### config.mk
export PLATFORM = sky130hd
export DESIGN_NAME = wb_trace_buffer
export DESIGN_NICKNAME = d
export VERILOG_FILES = /design/src/rtl/pd_trace_pkg.sv /design/src/rtl/sync_fifo.sv /design/src/rtl/wb_trace_buffer.sv
export SDC_FILE = /design/constraint.sdc
export NUM_CORES = 1
export LEC_CHECK = 0
export CAP_MARGIN = 20
export CELL_PAD_IN_SITES_DETAIL_PLACEMENT = 1
export CELL_PAD_IN_SITES_GLOBAL_PLACEMENT = 2
export CORE_MARGIN = 8
export CORE_UTILIZATION = 47
export CTS_BUF_LIST = sky130_fd_sc_hd__clkbuf_4 sky130_fd_sc_hd__clkbuf_8 sky130_fd_sc_hd__clkbuf_16
export DETAILED_ROUTE_END_ITERATION = 8
export PLACE_DENSITY_LB_ADDON = 0.1
export SYNTH_ARGS = -nofsm -noshare
export SYNTH_HDL_FRONTEND = slang
export SYNTH_HIERARCHICAL = 1
export SYNTH_SLANG_ARGS = --single-unit
### constraint.sdc
create_clock -name clk -period 13.7 [get_ports clk]
set_input_delay 2.74 -clock clk [delete_from_list [all_inputs] [get_ports clk]]
set_output_delay 2.74 -clock clk [all_outputs]
set_load 0.02 [all_outputs]
### src/rtl/pd_trace_pkg.sv
// pd_trace_pkg: shared types for the pd5 commit-trace path.
//   REG_ADDR_W  - architectural register index width
//   SEQ_W       - retire sequence number width
//   TRACE_XLEN  - PC/data width of a stored trace record
//   trace_rec_t - one retire record as held in the trace FIFO
package pd_trace_pkg;

  localparam int REG_ADDR_W = 5;
  localparam int SEQ_W      = 32;
  localparam int TRACE_XLEN = 32;

  typedef struct packed {
    logic [SEQ_W-1:0]      seq;
    logic [TRACE_XLEN-1:0] pc;
    logic                  enable;
    logic [REG_ADDR_W-1:0] destination;
    logic [TRACE_XLEN-1:0] data;
  } trace_rec_t;

endpackage

### src/rtl/sync_fifo.sv
// sync_fifo: show-ahead synchronous FIFO of trace_rec_t.
// The head entry is presented on o_data whenever o_empty is low; a pop
// advances to the next entry at the clock edge. A push into a full FIFO
// is accepted only when a pop happens in the same cycle.
//   clk, rst_n       - clock, asynchronous active-low reset
//   i_push, i_data   - write request and record
//   i_pop            - consume head entry (ignored while empty)
//   o_data           - head record (show-ahead)
//   o_count          - occupancy, 0..DEPTH
//   o_full, o_empty  - occupancy flags
module sync_fifo
  import pd_trace_pkg::*;
#(
  parameter  int DEPTH = 8,
  localparam int PTR_W = $clog2(DEPTH),
  localparam int CNT_W = PTR_W + 1
) (
  input  logic             clk,
  input  logic             rst_n,
  input  logic             i_push,
  input  trace_rec_t       i_data,
  input  logic             i_pop,
  output trace_rec_t       o_data,
  output logic [CNT_W-1:0] o_count,
  output logic             o_full,
  output logic             o_empty
);

  trace_rec_t       r_mem [DEPTH];
  logic [PTR_W-1:0] r_wr_ptr;
  logic [PTR_W-1:0] r_rd_ptr;
  logic [CNT_W-1:0] r_count;

  logic w_do_push;
  logic w_do_pop;

  assign o_empty   = (r_count == '0);
  assign o_full    = (r_count == CNT_W'(DEPTH));
  assign w_do_pop  = i_pop && !o_empty;
  assign w_do_push = i_push && (!o_full || w_do_pop);

  // NOTE: the storage array has no reset; pointers and count define which
  // entries are meaningful, so resetting the RAM would only cost flops.
  always_ff @(posedge clk) begin
    if (w_do_push) begin
      r_mem[r_wr_ptr] <= i_data;
    end
  end

  // NOTE: sequential state uses non-blocking assignments so every flop
  // samples the pre-edge values, independent of statement order.
  always_ff @(posedge clk or negedge rst_n) begin
    if (!rst_n) begin
      r_wr_ptr <= '0;
      r_rd_ptr <= '0;
      r_count  <= '0;
    end else begin
      // Pointers are exactly log2(DEPTH) bits and wrap naturally.
      if (w_do_push) r_wr_ptr <= r_wr_ptr + PTR_W'(1);
      if (w_do_pop)  r_rd_ptr <= r_rd_ptr + PTR_W'(1);
      case ({w_do_push, w_do_pop})
        2'b10:   r_count <= r_count + CNT_W'(1);
        2'b01:   r_count <= r_count - CNT_W'(1);
        default: r_count <= r_count;
      endcase
    end
  end

  assign o_data  = r_mem[r_rd_ptr];
  assign o_count = r_count;

endmodule

### src/rtl/wb_trace_buffer.sv
// wb_trace_buffer: commit-trace buffer at the tail of the pd5 pipeline.
// Each writeback-stage retire (w_valid) becomes a record tagged with a
// running 32-bit sequence number and is queued in a show-ahead FIFO that
// the trace consumer drains over tr_valid/tr_ready. The core is never
// stalled: a retire arriving while the FIFO is full and not popping is
// dropped, counted (saturating) and flagged in the sticky overflow bit.
//   clk, reset              - clock, asynchronous active-low reset
//   w_valid/pc/enable/
//   w_destination/w_data    - retire event from writeback
//   tr_valid, tr_ready      - trace stream handshake
//   tr_seq/pc/enable/
//   tr_destination/tr_data  - head record, zero while tr_valid is low
//   count                   - FIFO occupancy
//   overflow, drop_count    - drop status
//   clear                   - synchronous clear of overflow/drop_count
module wb_trace_buffer
  import pd_trace_pkg::*;
#(
  parameter  int DEPTH  = 8,
  parameter  int XLEN   = 32,
  parameter  int DROP_W = 16,
  localparam int CNT_W  = $clog2(DEPTH) + 1
) (
  input  logic                  clk,
  input  logic                  reset,
  input  logic                  w_valid,
  input  logic [XLEN-1:0]       w_pc,
  input  logic                  w_enable,
  input  logic [REG_ADDR_W-1:0] w_destination,
  input  logic [XLEN-1:0]       w_data,
  output logic                  tr_valid,
  input  logic                  tr_ready,
  output logic [SEQ_W-1:0]      tr_seq,
  output logic [XLEN-1:0]       tr_pc,
  output logic                  tr_enable,
  output logic [REG_ADDR_W-1:0] tr_destination,
  output logic [XLEN-1:0]       tr_data,
  output logic [CNT_W-1:0]      count,
  output logic                  overflow,
  output logic [DROP_W-1:0]     drop_count,
  input  logic                  clear
);

  logic [SEQ_W-1:0]  r_seq;
  logic              r_overflow;
  logic [DROP_W-1:0] r_drop_count;

  trace_rec_t        w_rec;
  trace_rec_t        w_head;
  logic [CNT_W-1:0]  w_fifo_count;
  logic              w_fifo_full;
  logic              w_fifo_empty;
  logic              w_pop;
  logic              w_push;
  logic              w_drop;
  logic              w_overflow_nxt;
  logic [DROP_W-1:0] w_drop_count_nxt;

  // Writes to x0 are architecturally invisible, so the record reports
  // them as "no write" with zero data regardless of what the core drove.
  always_comb begin
    w_rec             = '0;
    w_rec.seq         = r_seq;
    w_rec.pc          = TRACE_XLEN'(w_pc);
    w_rec.destination = w_destination;
    if (w_destination != '0) begin
      w_rec.enable = w_enable;
      w_rec.data   = TRACE_XLEN'(w_data);
    end
  end

  // tr_valid comes only from the registered occupancy, so there is no
  // combinational path from w_* or tr_ready to the stream valid.
  assign tr_valid = !w_fifo_empty;
  assign w_pop    = tr_valid && tr_ready;
  assign w_push   = w_valid && (!w_fifo_full || w_pop);
  assign w_drop   = w_valid && w_fifo_full && !w_pop;

  sync_fifo #(
    .DEPTH (DEPTH)
  ) u_fifo (
    .clk     (clk),
    .rst_n   (reset),
    .i_push  (w_push),
    .i_data  (w_rec),
    .i_pop   (w_pop),
    .o_data  (w_head),
    .o_count (w_fifo_count),
    .o_full  (w_fifo_full),
    .o_empty (w_fifo_empty)
  );

  // A drop in the same cycle as clear wins: the flag stays set and the
  // counter restarts at one, so that drop is never lost.
  // NOTE: every always_comb output gets a default first so no path can
  // leave it unassigned and infer a latch.
  always_comb begin
    w_overflow_nxt   = r_overflow;
    w_drop_count_nxt = r_drop_count;
    if (w_drop) begin
      w_overflow_nxt = 1'b1;
      if (clear) begin
        w_drop_count_nxt = DROP_W'(1);
      end else if (!(&r_drop_count)) begin
        w_drop_count_nxt = r_drop_count + DROP_W'(1);
      end
    end else if (clear) begin
      w_overflow_nxt   = 1'b0;
      w_drop_count_nxt = '0;
    end
  end

  always_ff @(posedge clk or negedge reset) begin
    if (!reset) begin
      r_seq        <= '0;
      r_overflow   <= 1'b0;
      r_drop_count <= '0;
    end else begin
      // Sequence advances on every retire, accepted or dropped, so gaps
      // in tr_seq reveal exactly which records were lost.
      if (w_valid) r_seq <= r_seq + SEQ_W'(1);
      r_overflow   <= w_overflow_nxt;
      r_drop_count <= w_drop_count_nxt;
    end
  end

  // Payload is forced to zero when no record is presented; the FIFO
  // head may hold stale or never-written storage in that case.
  assign tr_seq         = tr_valid ? w_head.seq : '0;
  assign tr_pc          = tr_valid ? XLEN'(w_head.pc) : '0;
  assign tr_enable      = tr_valid ? w_head.enable : 1'b0;
  assign tr_destination = tr_valid ? w_head.destination : '0;
  assign tr_data        = tr_valid ? XLEN'(w_head.data) : '0;

  assign count      = w_fifo_count;
  assign overflow   = r_overflow;
  assign drop_count = r_drop_count;

endmodule

== Word-level counts from Yosys, hierarchy flattened ==
Memories as Yosys holds them, arrays and structs flattened.
Index checks and enable logic that the tools add are counted.

* Add/subtract/negate cells: 6
* Equality and inequality tests: 4
* Mux-type cells: 16
* Reductions and logical operators: 17

{| class="wikitable"
|+ Operators with widths
! operator !! count
|-
| 32-bit 2-to-1 mux || 4
|-
| 16-bit 2-to-1 mux || 4
|-
| 32-bit by 1-bit adder with 32-bit output, second input constant || 1
|-
| 16-bit by 1-bit adder with 16-bit output, second input constant || 1
|-
| 16-bit AND reduction || 1
|-
| 4-bit case mux with 2 select lines || 1
|-
| 3-bit by 1-bit adder with 3-bit output, second input constant || 2
|-
| 1-bit logical AND || 6
|-
| 1-bit 2-to-1 mux || 6
|-
| 5-bit 2-to-1 mux || 1
|-
| 5-bit nonzero test || 1
|-
| 4-bit by 1-bit adder with 4-bit output, second input constant || 1
|-
| 4-bit == test, second input constant || 1
|-
| 4-bit zero test || 1
|-
| 2-bit nonzero test || 2
|-
| 4-bit by 1-bit subtractor with 4-bit output, second input constant || 1
|-
| 1-bit zero test || 3
|-
| 2-bit by 1-bit == test with 1-bit output, second input constant || 1
|-
| 2-bit == test, second input constant || 1
|-
| 1-bit logical OR || 2
|-
| 2-bit != test, second input constant || 1
|-
| 2-bit AND reduction || 1
|}

* Register bits after elaboration: 59
* Memory bits (writable): 816
* Bits of input ports: 75
* Output and inout port bits: 124
* Logic and storage cells: 50
* Memories kept: 1

{| class="wikitable"
|+ Memories
! name !! depth !! width !! read ports !! clocked after memory_dff !! wr ports !! RTL line !! text
|-
| u_fifo.r_mem || 8 || 102 || 1 || 0 || 1 || sync_fifo.sv:29 || <nowiki>trace_rec_t r_mem [DEPTH];</nowiki>
|}

== Longest topological paths before layout ==
Gate-level depths: netlist (run 1).

* Depth in word-level cells: 8
* Gate-level depth with buffers: 13
* Depth with buffers taken out: 11

== Modules after synthesis ==
Netlist (run 1), hierarchy kept.

{| class="wikitable"
|+ By module, submodules not included
! module !! instances !! cells an instance !! area each (um^2) !! seq. area each (um^2)
|-
| sync_fifo || 1 || 1,264 || 31,351.3 || 24,753.7
|-
| wb_trace_buffer || 1 || 379 || 3,360.7 || 1,226.2
|}

== Worst setup path before layout (run 1) ==
No wires, ideal clock.

* Kind: input to register
* Start: input tr_ready
* End: memory u_fifo/r_mem[0][0] in the netlist's numbering, enable pin
* Library setup time: 0.813 ns
* Arrival time: 13.208 ns
* Data required time: 12.887 ns
* Path slack: -0.321 ns
* Stages: 6
* Path buffers: 2
* Path through: nand2b_1 -> clkbuf_2 -> inv_1 -> clkbuf_1 -> o31ai_4 -> nor4_1

* Longest elaborated chain between the ends: 6
* Elaborated cells on any way between the ends: 8
* Those cells by class: mux (2); reduce/logical (6)

{| class="wikitable"
|+ RTL lines
! item !! RTL line !! text
|-
| from (decl) || wb_trace_buffer.sv:32 || <nowiki>input logic tr_ready,</nowiki>
|-
| 1-bit logical AND (*) || wb_trace_buffer.sv:75 || <nowiki>assign w_pop = tr_valid && tr_ready;</nowiki>
|-
| via w_pop || wb_trace_buffer.sv:53 || <nowiki>logic w_pop;</nowiki>
|-
| 1-bit logical OR / 1-bit logical AND (equally long branches) || wb_trace_buffer.sv:76, sync_fifo.sv:39 ||
|-
| 1-bit logical AND / 1-bit logical OR (equally long branches) || wb_trace_buffer.sv:76, sync_fifo.sv:40 ||
|-
| 1-bit logical AND (*) || sync_fifo.sv:40 || <nowiki>assign w_do_push = i_push && (!o_full || w_do_pop);</nowiki>
|-
| 1-bit 2-to-1 mux (*) || sync_fifo.sv:45 || <nowiki>if (w_do_push) begin</nowiki>
|-
| 1-bit 2-to-1 mux (implied by the code) (*) || sync_fifo.sv:46 || <nowiki>r_mem[r_wr_ptr] <= i_data;</nowiki>
|-
| to (decl) || sync_fifo.sv:29 ||
|}

The timed path passes the listed nets; every way through them passes the cells marked *.

==> summary.txt, run 1 <==
# nets final -> 1,963
Post-CTS Setup Bufs -> 0
Post-DRT Antenna Nets -> 0
Commonest non-fill, non-tap cells in the layout -> 816 x edfxtp_1, 204 x mux4_2, 197 x clkdlybuf4s50_1
H-tree Lvls -> 3
Final setup vio count -> 0
Seq/Total Area, Yosys -> 74.8%
Fraction of layout cells with a size suffix above 1 -> 26.2%
CP startpoint -> u_fifo/r_rd_ptr[0]$_DFFE_PN0N_
Syn Inst Count -> 1,643
Gr usage total -> 18.7%
Max layer used -> met4
RSZ-0062 raised after global routing -> no
Met1 wire length -> 32,700 um
Die height -> 288 um
Synth area leader -> edfxtp_1
Worst-path maximum fanout -> 93
Post-synth EDFFs -> 816
# hold bufs at CTS -> 0
Commonest non-fill, non-tap cell in the layout -> edfxtp_1
Iteration-0 DRC Markers -> 1,113
Final period utilization -> 55.4%
Vias in the first global route -> 18,381
CTS Buf Count -> 91
Die ar. -> 82,800 um2
Initial Utilization -> 47.5%
Clk slew on worst S/H paths -> 60 ps
First-pass GRT wire length -> 117,000 um
Slew headroom -> 24.9%
Cell variety after synth -> 56
Post-DP HPWL -> 43,000 um
Worst Skew -> 17.6 ps
Via count -> 16,571
Final setup TNS -> 0 ps
Final Wtd Congestion -> 0.731
Vias per inst -> 5.69
Drt first pass iters -> 5
DRC viols -> 0
DIE WIDTH -> 288 um
Pwr/cell area -> 223 nW/um2
Initial antenna violation count -> 3
Wire per inst -> 26.4 um
Critical path arrival -> 4850 ps
Critical Path Start Type -> register
RR Startpoint -> u_fifo/o_count[3]$_DFFE_PN0P_
Crit-path cells -> buf_4, buf_12, mux4_2, mux2_2, nor2b_1, clkdlybuf4s50_1
Largest net degree at the start of global routing -> 94
Post-Syn Area per Cell -> 21.1 um2
Synth Register Bits -> 875
Nature of the critical path endpoint -> output port
Clock net sink count -> 875
Status -> finished clean
Share of the synthesized area in the top cell type -> 70.6%
Fmax -> 132 MHz
WP data required -> 10,960 ps
CTS root buf -> clkbuf_16
Worst VDD drop -> 0.149 mV
Ys flop type -> edfxtp_1
Clock latency on the worst-skew pair -> 630 ps
GRT overflow -> 0
IO Pins -> 199
I/O Buffers -> 198
Fillers -> 6,307
Max clock buf depth -> 3
Leak -> 13.4 nW
Worst min path class -> reg2reg
Post-CTS sizing -> 0
Synth Cell Area -> 34,700 um2
Hold Startpoint -> overflow$_DFFE_PN0P_
TritonCTS clock tree -> done
Synth warnings -> 6
Final hold slack -> 541 ps
Tmin final -> 7590 ps
Syn nets -> 1,725
CP max-delay cell -> dfrtp_4
Drt total wl -> 77,000 um
Max_cap viols -> 0
Floorplan row count -> 99
Max Slew Vio Count -> 0
Layout area overhead -> 17.1%
Peak per-stage delay on the critical path -> 920 ps
Worst slew pin tran -> 1130 ps
Core Region -> 73,100 um2
Routed wl met3 -> 3530 um
Async S/R FF share, synth -> 6.74%
Fin util -> 55.6%
Setup CP Type -> reg2out
Metal2 WL -> 39,600 um
Top cells by area, synth -> edfxtp_1 71%, mux4_2 13%, dfrtp_1 4.3%
Final Hold Vio Count -> 0
per-layer routing:
layer / up-vias / track usage (%)
met5: - / 0
met4: 0 / 4.17
met3: 88 / 3.16
met2: 378 / 32.4
met1: 8930 / 24.9
li1: 7175 / -
registers in the layout, summed over array words and instances, names as in the netlist:
name,flops
u_fifo/r_mem,816
r_seq,32
drop_count,16
u_fifo/o_count,4
u_fifo/r_rd_ptr,3
u_fifo/r_wr_ptr,3
overflow,1
cell usage after synthesis, types with 10 or more instances:
cell type / instances
buf_2: 16
buf_6: 18
clkbuf_1: 37
dfrtp_1: 59
edfxtp_1: 816
inv_1: 17
mux2_2: 104
mux4_2: 204
nand2_1: 25
nand3_1: 17
nand4_1: 16
nor2_1: 18
nor2b_1: 136
nor3_1: 10
xnor2_1: 30
xor2_1: 11
worst paths after layout:
check / to / slack, ps / cells after the start
worst min register to register: overflow$_DFFE_PN0P_ / 540 / 2
worst min-delay path: overflow$_DFFE_PN0P_ / 540 / 2
worst max register to register: u_fifo/r_mem[1][89]$_DFFE_PP_ / 8450 / 8
max in group asynchronous: u_fifo/r_rd_ptr[2]$_DFFE_PN0N_ / 10750 / 2
min in group asynchronous: r_seq[12]$_DFFE_PN0P_ / 2290 / 2
worst max-delay path: tr_seq[25] / 6110 / 6
layout make-up:
class                           instances  area (um2)  area share (%)
Sequential cell                       875       26000            63.9
Multi-Input combinational cell        671        8280            20.4
Clock buffer                          116        2480            6.11
Timing Repair Buffer                  225        2200            5.42
Tap cell                              959        1200            2.95
Clock inverter                         46         424            1.04
Inverter                               17        63.8           0.157
Antenna cell                            1        2.50         0.00616
per-stage QoR:
stage / total power [mW] / setup slack (ps) / area [um2] / cells
floorplan: 5.63 / 2210 / 34700 / 1643
finish: 9.05 / 6110 / 40600 / 2910
global route: 9.47 / 5720 / 40600 / 2909
CTS: 9.22 / 5900 / 40600 / 2909
global placement: 6.76 / 6350 / 37700 / 2746
detailed placement: 6.80 / 6200 / 37700 / 2747
critical path: cells and delay by family (launching register included):
kind          cells  cell delay, ps
mux               2             860
flops             1             920
simple gates      1             220
buf+inv           3            2040
cell families after synthesis:
group                    share of synthesized area, %
AO/OA/AOI/OAI                                   0.912
XOR/XNOR                                         1.03
adder cells (fa/ha/maj)                         0.274
buffers and inverters                            1.51
flip-flops                                       74.8
multiplexers                                     16.7
AND/OR/NAND/NOR                                  4.70
power breakdown:
part           switching, mW  internal (mW)  total [mW]  leakage, nW
Sequential             0.229           3.35        3.58         8.35
Clock                  0.979           1.41        2.39         1.46
Combinational           1.57           1.51        3.08         3.58
Total                   2.78           6.27        9.05         13.4
Power figures use the tool's default switching activity.
==> inputs of run 2 (changes only) <==
==> constraint.sdc (replaced) <==
create_clock -name clk -period 7.6 [get_ports clk]
set_input_delay 1.52 -clock clk [delete_from_list [all_inputs] [get_ports clk]]
set_output_delay 1.52 -clock clk [all_outputs]
set_load 0.02 [all_outputs]
==> run 2 against run 1 <==
Compared with the run above: via count down 0.99%; global-route usage down 0.37 points; sequential share of layout area down 0.37 points; first-iteration DRC count down 2.8%; register-to-register slack worse by 4400 ps; hold slack better by 22 ps; clock power up 86%; routed wire length down 2.4%; non-clock buffer count down 1; critical path type unchanged.
==> summary.txt, run 2 (same netlist as run 1, synthesis figures left out) <==
Fillers -> 6,322 (was 6,307)
Slew headroom -> 26.7% (was 24.9%)
Fmax -> 192 MHz
Tmin final -> 5210 ps
Fraction of layout cells with a size suffix above 1 -> 26.4% (was 26.2%)
# nets final -> 1,960 (was 1,963)
GRT overflow -> 0 (unchanged)
Final setup vio count -> 0 (unchanged)
Status -> finished clean (unchanged)
Largest reg by FF count -> u_fifo/r_mem (unchanged)
Pwr/cell area -> 402 nW/um2 (was 223 nW/um2)
Post-CTS sizing -> 0 (unchanged)
Post-DP HPWL -> 41,300 um (was 43,000 um)
Post-DRT Antenna Nets -> 0 (unchanged)
Max clock buf depth -> 3 (unchanged)
Nature of the critical path endpoint -> output port (unchanged)
Worst slew pin tran -> 1100 ps (was 1130 ps)
Iteration-0 DRC Markers -> 1,082 (was 1,113)
I/O Buffers -> 198 (unchanged)
IO Pins -> 199 (unchanged)
Max FFs per register -> 816 (unchanged)
TritonCTS clock tree -> done (unchanged)
Vias in the first global route -> 18,493 (was 18,381)
Placed cells -> 2,745 (was 2,747)
WP data required -> 6080 ps (was 10,960 ps)
Drt total wl -> 75,100 um (was 77,000 um)
Largest net degree at the start of global routing -> 103 (was 94)
Wire per inst -> 25.8 um (was 26.4 um)
CTS Buf Count -> 89 (was 91)
Final period utilization -> 68.6%
Layout area overhead -> 17.8% (was 17.1%)
Setup CP Type -> reg2out (unchanged)
Met1 usage -> 24.5% (was 24.9%)
Initial antenna violation count -> 2 (was 3)
Worst min path class -> reg2reg (unchanged)
Sw Share -> 30.1% (was 30.7%)
Area occupied by multi-input gates -> 8290 um2 (was 8280 um2)
Sequential fraction of design power -> 39.0% (was 39.6%)
Clock net sink count -> 875 (unchanged)
Commonest non-fill, non-tap cells in the layout -> 816 x edfxtp_1, 204 x mux4_2, 197 x clkdlybuf4s50_1 (unchanged)
Storage cell area -> 26,000 um2 (unchanged)
H-tree Lvls -> 3 (unchanged)
Met3 Use GR -> 2.77% (was 3.16%)
RSZ-0062 raised after global routing -> no (unchanged)
Logic pwr share -> 34.0% (about the same)
Core Region -> 73,100 um2 (unchanged)
Max_cap viols -> 0 (unchanged)
Vias per inst -> 5.64 (was 5.69)
Final Hold Vio Count -> 0 (unchanged)
Max Slew Vio Count -> 0 (unchanged)
Gr usage total -> 18.3% (was 18.7%)
Post-CTS Setup Bufs -> 0 (unchanged)
Die ar. -> 82,800 um2 (unchanged)
Die height -> 288 um (unchanged)
Clk slew on worst S/H paths -> 60 ps (about the same)
Critical Path Start Type -> register (unchanged)
Critical path arrival -> 3690 ps (was 4850 ps)
Final std cells w/o fill -> 2,911 (was 2,910)
GR Layer Usage met2 -> 31.3% (was 32.4%)
# hold bufs at CTS -> 0 (unchanged)
Clock latency on the worst-skew pair -> 630 ps (about the same)
Busiest layer in global routing -> met2 (unchanged)
First-pass GRT wire length -> 115,000 um (was 117,000 um)
Leak -> 13.5 nW (was 13.4 nW)
Final Wtd Congestion -> 0.741 (was 0.731)
Psw -> 4.95 mW (was 2.78 mW)
Worst Skew -> 20.6 ps (was 17.6 ps)
Fin util -> 55.9% (was 55.6%)
Share of power burned in the clock network -> 27.1% (was 26.4%)
DRC viols -> 0 (unchanged)
DIE WIDTH -> 288 um (unchanged)
Drt first pass iters -> 6 (was 5)
Floorplan row count -> 99 (unchanged)
CTS root buf -> clkbuf_16 (unchanged)
Commonest non-fill, non-tap cell in the layout -> edfxtp_1 (unchanged)
Via count -> 16,407 (was 16,571)
Initial Utilization -> 47.5% (unchanged)
Cell Int Power -> 11.5 mW (was 6.27 mW)
Worst-path maximum fanout -> 61 (was 93)
Worst VDD drop -> 0.255 mV (was 0.149 mV)
run 2: layer usage:
metal	vias up	share of wire, %
met5	-	0.017
met4	2	2.0
met3	89	3.7
met2	317	51
met1	8805	44
li1	7194	-
run 2: final timing paths:
| check | slack, ps | depth (start not counted) | from | end |
|---|---|---|---|---|
| max in group asynchronous | 5840 | 2 | reset | u_fifo/r_rd_ptr[2]$_DFFE_PN0N_ |
| worst min-delay path | 560 | 2 | overflow$_DFFE_PN0P_ | overflow$_DFFE_PN0P_ |
| min in group asynchronous | 1050 | 2 | reset | r_seq[14]$_DFFE_PN0P_ |
| worst max register to register | 4050 | 8 | u_fifo/o_count[1]$_DFFE_PN0P_ | u_fifo/r_mem[5][55]$_DFFE_PP_ |
| worst min register to register | 560 | 2 | overflow$_DFFE_PN0P_ | overflow$_DFFE_PN0P_ |
| worst max-delay path | 2390 | 5 | u_fifo/o_count[2]$_DFFE_PN0P_ | tr_data[13] |
run 2: layout make-up:
cell class / instances / area share, %
clock buffers: 120 / 6.26
repair buffers: 224 / 5.64
clock inverters: 44 / 1.17
inverters: 17 / 0.156
diodes: 1 / 0.00612
flip-flops and latches: 875 / 63.6
multi-input cells: 671 / 20.3
well taps: 959 / 2.93
run 2: metrics by stage:
step	setup slack (ps)	instance area [um2]	hold slack, ps	setup TNS (ps)	total power [mW]
finish	2390	40900	564	0	16.4
floorplan	-2460	34700	546	-842410	10.1
detailed placement	2120	37800	561	0	12.2
CTS	2210	40900	577	0	16.8
global route	2100	40900	603	0	17.2
global placement	2230	37800	526	0	12.2
run 2: critical path, stage by stage (launching register included):
cell,delay [ps]
dfrtp_1,470
nor4_2,350
buf_4,510
buf_4,740
nor2b_1,250
clkdlybuf4s50_1,620
run 2: power groups by stage:
stage	registers (mW)	clock network [mW]	logic [mW]
floorplan	6.41	0	3.73
global placement	6.46	0	5.71
detailed placement	6.53	0	5.72
CTS	6.43	4.57	5.75
global route	6.48	4.73	5.98
finish	6.41	4.45	5.58
